$ cat src/rtl/multicycle_controller.sv
// Multicycle RISC-V style control FSM: sequences fetch/decode/execute/writeback,
// drives datapath selects, counts retired instructions and latches a sticky trap.
module multicycle_controller #(
  parameter int unsigned MEM_HANDSHAKE = 1,
  parameter int unsigned EN_JAL        = 1,
  parameter int unsigned EN_ITYPE      = 1,
  parameter int unsigned CNT_W         = 32
) (
  input  logic             clk,
  input  logic             reset,
  input  logic [6:0]       op,
  input  logic             zero,
  input  logic             mem_ready,
  output logic             PCWrite,
  output logic             AdrSrc,
  output logic             MemWrite,
  output logic             IRWrite,
  output logic [1:0]       ResultSrc,
  output logic [1:0]       ALUSrcA,
  output logic [1:0]       ALUSrcB,
  output logic [1:0]       ALUOp,
  output logic [1:0]       ImmSrc,
  output logic             RegWrite,
  output logic             retire,
  output logic [CNT_W-1:0] instret,
  output logic             illegal,
  output logic [3:0]       state
);

  localparam logic [6:0] OpLoad   = 7'b0000011;
  localparam logic [6:0] OpStore  = 7'b0100011;
  localparam logic [6:0] OpRtype  = 7'b0110011;
  localparam logic [6:0] OpItype  = 7'b0010011;
  localparam logic [6:0] OpBranch = 7'b1100011;
  localparam logic [6:0] OpJal    = 7'b1101111;

  typedef enum logic [3:0] {
    StFetch    = 4'd0,
    StDecode   = 4'd1,
    StMemAdr   = 4'd2,
    StMemRead  = 4'd3,
    StMemWb    = 4'd4,
    StMemWrite = 4'd5,
    StExecR    = 4'd6,
    StExecI    = 4'd7,
    StAluWb    = 4'd8,
    StBeq      = 4'd9,
    StJal      = 4'd10,
    StTrap     = 4'd11
  } state_e;

  state_e           state_q, state_d;
  logic [CNT_W-1:0] instret_q;
  logic             illegal_q;
  logic             rdy;

  // Without the handshake, memory is assumed to complete in one cycle.
  assign rdy = mem_ready | (MEM_HANDSHAKE == 0);

  // Next-state decode and retire strobe (retire marks the return to fetch).
  always_comb begin
    state_d = state_q;
    retire  = 1'b0;
    case (state_q)
      StFetch:  if (rdy) state_d = StDecode;
      StDecode: begin
        case (op)
          OpLoad, OpStore: state_d = StMemAdr;
          OpRtype:         state_d = StExecR;
          OpItype:         state_d = (EN_ITYPE != 0) ? StExecI : StTrap;
          OpBranch:        state_d = StBeq;
          OpJal:           state_d = (EN_JAL != 0) ? StJal : StTrap;
          default:         state_d = StTrap;
        endcase
      end
      StMemAdr:  state_d = (op == OpLoad) ? StMemRead : StMemWrite;
      StMemRead: if (rdy) state_d = StMemWb;
      StMemWb: begin
        state_d = StFetch;
        retire  = 1'b1;
      end
      StMemWrite: begin
        if (rdy) begin
          state_d = StFetch;
          retire  = 1'b1;
        end
      end
      StExecR, StExecI, StJal: state_d = StAluWb;
      StAluWb, StBeq: begin
        state_d = StFetch;
        retire  = 1'b1;
      end
      StTrap:  state_d = StTrap;
      default: state_d = StTrap;
    endcase
  end

  // State, retired-instruction counter and sticky trap flag.
  always_ff @(posedge clk or posedge reset) begin
    if (reset) begin
      state_q   <= StFetch;
      instret_q <= '0;
      illegal_q <= 1'b0;
    end else begin
      state_q <= state_d;
      if (retire) instret_q <= instret_q + CNT_W'(1);
      if (state_d == StTrap) illegal_q <= 1'b1;
    end
  end

  // Per-state datapath controls; fetch gates its enables on rdy so a stall
  // never produces a spurious PC/IR write.
  always_comb begin
    PCWrite   = 1'b0;
    AdrSrc    = 1'b0;
    MemWrite  = 1'b0;
    IRWrite   = 1'b0;
    ResultSrc = 2'b00;
    ALUSrcA   = 2'b00;
    ALUSrcB   = 2'b00;
    ALUOp     = 2'b00;
    RegWrite  = 1'b0;
    case (state_q)
      StFetch: begin
        IRWrite   = rdy;
        PCWrite   = rdy;
        ALUSrcB   = 2'b10;
        ResultSrc = 2'b10;
      end
      StDecode: begin
        ALUSrcA = 2'b01;
        ALUSrcB = 2'b01;
      end
      StMemAdr: begin
        ALUSrcA = 2'b10;
        ALUSrcB = 2'b01;
      end
      StMemRead: AdrSrc = 1'b1;
      StMemWb: begin
        ResultSrc = 2'b01;
        RegWrite  = 1'b1;
      end
      StMemWrite: begin
        AdrSrc   = 1'b1;
        MemWrite = 1'b1;
      end
      StExecR: begin
        ALUSrcA = 2'b10;
        ALUOp   = 2'b10;
      end
      StExecI: begin
        ALUSrcA = 2'b10;
        ALUSrcB = 2'b01;
        ALUOp   = 2'b10;
      end
      StAluWb: RegWrite = 1'b1;
      StBeq: begin
        ALUSrcA = 2'b10;
        ALUOp   = 2'b01;
        PCWrite = zero;
      end
      StJal: begin
        ALUSrcA = 2'b01;
        ALUSrcB = 2'b10;
        PCWrite = 1'b1;
      end
      default: ;
    endcase
  end

  // Immediate format follows the opcode in every state.
  always_comb begin
    case (op)
      OpStore:  ImmSrc = 2'b01;
      OpBranch: ImmSrc = 2'b10;
      OpJal:    ImmSrc = 2'b11;
      default:  ImmSrc = 2'b00;
    endcase
  end

  assign instret = instret_q;
  assign illegal = illegal_q;
  assign state   = state_q;

endmodule

$ cat config.mk
export PLATFORM = sky130hd
export DESIGN_NAME = multicycle_controller
export DESIGN_NICKNAME = d
export VERILOG_FILES = /design/src/rtl/multicycle_controller.sv
export SDC_FILE = /design/constraint.sdc
export NUM_CORES = 1
export LEC_CHECK = 0
export CELL_PAD_IN_SITES_DETAIL_PLACEMENT = 1
export CELL_PAD_IN_SITES_GLOBAL_PLACEMENT = 1
export CORE_MARGIN = 1.5
export CORE_UTILIZATION = 34
export DETAILED_ROUTE_END_ITERATION = 10
export PLACE_DENSITY = 0.9
export REMOVE_ABC_BUFFERS = 1
export SKIP_CTS_REPAIR_TIMING = 1
export SLEW_MARGIN = 10
export SYNTH_ARGS = -nofsm -noshare
export SYNTH_HDL_FRONTEND = slang
export SYNTH_SLANG_ARGS = --single-unit
$ cat constraint.sdc
create_clock -name clk -period 2.4 [get_ports clk]
set_clock_uncertainty 0.2 [all_clocks]
set_input_delay 0.48 -clock clk [delete_from_list [all_inputs] [get_ports clk]]
set_output_delay 0.48 -clock clk [all_outputs]
set_load 0.03 [all_outputs]
==> impl_metrics.py <==
metrics = {
    "run_status": {
        "status": "complete, no violations",
    },
    "min_path": {
        "hold_path_class": "flop to flop",
    },
    "layout": {
        "finalNetCount": 315,
        "final_core_util": 0.544,
        "n_antenna_cell": 0,
        "layout-drive-gt1-share": 0.201,
        "area_growth_pct": 51.8,
    },
    "run": {
        "maxCapViolations": 0,
    },
    "sta": {
        "fmax_mhz": 417,
        "timing.setup.tns_ns": 0,
        "period_share": 1.00,
        "worstMarginPinSlew_ns": 0.480,
        "maxSlewViolCount": 0,
        "finalCriticalPeriod_ns": 2.40,
        "maxSlewHeadroom": 0.680,
        "setup_viol": 0,
        "hold_violations": 0,
        "rsz0062_at_grt": "true",
    },
    "die": {
        "dieArea_sq_um": 6380,
        "start_util": 0.358,
        "die_w_um": 79.9,
        "die_h_um": 79.9,
        "ioPinCount": 64,
        "rows": 27,
        "core_sq_um": 5610,
    },
    "drt": {
        "vias": 2008,
        "drtAntennaViolNets": 0,
        "drc_errors": 0,
        "drt_iter0_drc": 102,
        "totalWireLength_um": 6650,
        "routed_via_density": 5.35,
        "drtPass1Iterations": 4,
        "routedWlPerCell_um": 17.7,
    },
    "clock_network": {
        "htree_levels": 2,
        "cts_buffer_depth": 2,
        "clkSinkCount": 37,
        "clkLatencyLatePin_ns": 0.29,
        "cts_buffers": 5,
        "cts_root_buffer": "clkbuf_8",
        "cts_tree": "built",
        "clk_pin_slew_ns": 0.07,
    },
    "power": {
        "power_density_nw_per_um2": 957,
        "leakagePower_nw": 1.44,
        "power_mw": 2.92,
        "peakVddDrop_mv": 0.593,
    },
    "worst_setup_path": {
        "worstPathArrival_ns": 1.72,
        "worst-path-max-fanout": 8,
        "worstPathRequired_ns": 1.72,
        "crit_buf_inv": 2,
        "cpMaxStageDelayCell": "dfrtp_2",
        "end_kind": "output port",
        "criticalPathCategory": "flop to output port",
        "crit_top_cell": "buf_4",
        "cpLargestDelayFamily": "flip-flops",
        "crit_path_start_kind": "flop",
        "critical-path-max-stage-delay_ns": 0.47,
        "path_cells": "buf_4 -> nor2b_2 -> o21a_1 -> nor2_2 -> buf_4",
    },
    "synthesis": {
        "synth_cells": 214,
        "async_flop_share": 1.00,
        "synthMostInstantiatedCell": "dfrtp_1",
        "synth_edf_count": 0,
        "synth_cell_types": 41,
        "synth_area_sq_um": 2010,
        "synth_top_area_share": 0.461,
        "synth_largest_area_cell": "dfrtp_1",
        "synthTopCellsByArea": "dfrtp_1 46%, xnor2_1 8.7%, xor2_1 5.7%, nor2_1 4.9%, nor3_1 4.2%",
        "ys_seq_elements": 37,
        "ys_seq_area_frac": 0.461,
        "synth_common_cells": "37 x dfrtp_1, 26 x nor2_1, 20 x xnor2_1",
        "yosys_warnings": 0,
        "synth_ff_type": "dfrtp_1",
        "syn_area_per_cell_sq_um": 9.39,
    },
    "placement": {
        "portBuffers": 63,
        "gp_congestion": 0.806,
        "place_hpwl_um": 4890,
    },
    "global_routing": {
        "track_usage": 0.207,
        "grt_max_degree": 38,
        "grt_pass1_wl_um": 10100,
        "overflow": 0,
        "grt_pass1_vias": 2076,
        "antenna_found_initial": 0,
    },
}
-- through the flow --
| stage | cells | setup WS [ns] | hold slack [ns] | instance area [sq um] |
|---|---|---|---|---|
| 3_5_place_dp | 364 | -0.135 | 0.266 | 2850 |
| 2_1_floorplan | 207 | -0.446 | 0.396 | 1980 |
| 5_1_grt | 375 | -0.0725 | 0.317 | 3050 |
| 3_3_place_gp | 364 | 0.0299 | 0.261 | 2850 |
| 4_1_cts | 371 | -0.176 | 0.295 | 2940 |
| 6_report | 375 | 0.00112 | 0.290 | 3050 |
-- state kept, by name, indices dropped and copies added, names as in the netlist --
name     flops
instret     32
state        4
illegal      1
-- area by class of cell --
cell class                      instances  area, sq um
Clock buffer                            7         86.3
Fill cell                             660         2560
Inverter                               10         37.5
Multi-Input combinational cell        160         1060
Sequential cell                        37          930
Tap cell                               72         90.1
Timing Repair Buffer                   89          845
-- power breakdown --
| group | total [mW] | switching, mW | internal, mW |
|---|---|---|---|
| Clock | 0.438 | 0.210 | 0.228 |
| Combinational | 1.63 | 0.952 | 0.677 |
| Sequential | 0.852 | 0.146 | 0.706 |
| Total | 2.92 | 1.31 | 1.61 |
-- cell usage in the layout, fill, tap and decap left out, types with 2 or more instances in the layout --
| master | count |
|---|---|
| nand4_1 | 10 |
| nor3_1 | 13 |
| clkbuf_8 | 6 |
| inv_1 | 10 |
| buf_4 | 33 |
| nor2_1 | 25 |
| and4_1 | 2 |
| or4_1 | 2 |
| nand3_1 | 12 |
| clkdlybuf4s50_1 | 45 |
| nor4_1 | 2 |
| dlymetal6s2s_1 | 8 |
| and3_1 | 2 |
| dfrtp_2 | 3 |
| dfrtp_1 | 34 |
| nor2b_1 | 3 |
| o21ai_0 | 2 |
| a21oi_1 | 4 |
| xor2_1 | 13 |
| nor3_2 | 4 |
| nand2b_1 | 4 |
| a31oi_1 | 3 |
| nand2_1 | 15 |
| xnor2_1 | 20 |
-- final timing paths --
path,start,to,slack [ns],cells past startpoint
worst max-delay path,state[0],retire,0.001,5
worst min-delay path,instret[24],instret[24],0.29,1
worst max register to register,instret[1],instret[28],0.17,7
worst min register to register,instret[24],instret[24],0.29,1
max in group asynchronous,reset,state[3],1.22,3
min in group asynchronous,reset,instret[16],0.43,3
-- cells by family after synthesis --
group / share of synthesized area
xor gates and xnor gates: 0.152
AOI/OAI and AO/OA: 0.0660
and+or+nand+nor: 0.271
DFF: 0.461
muxes: 0.0106
buffers and inverters: 0.0330
adders and majority gates: 0.00623
-- per-layer routing --
layer,vias up,global-route usage,share of wire
met5,-,0,0
met4,0,0.0759,0.024
met3,14,0.0309,0.032
met2,52,0.373,0.53
met1,1021,0.247,0.42
li1,921,-,-
Note: power is estimated with default switching activity, not from simulation.
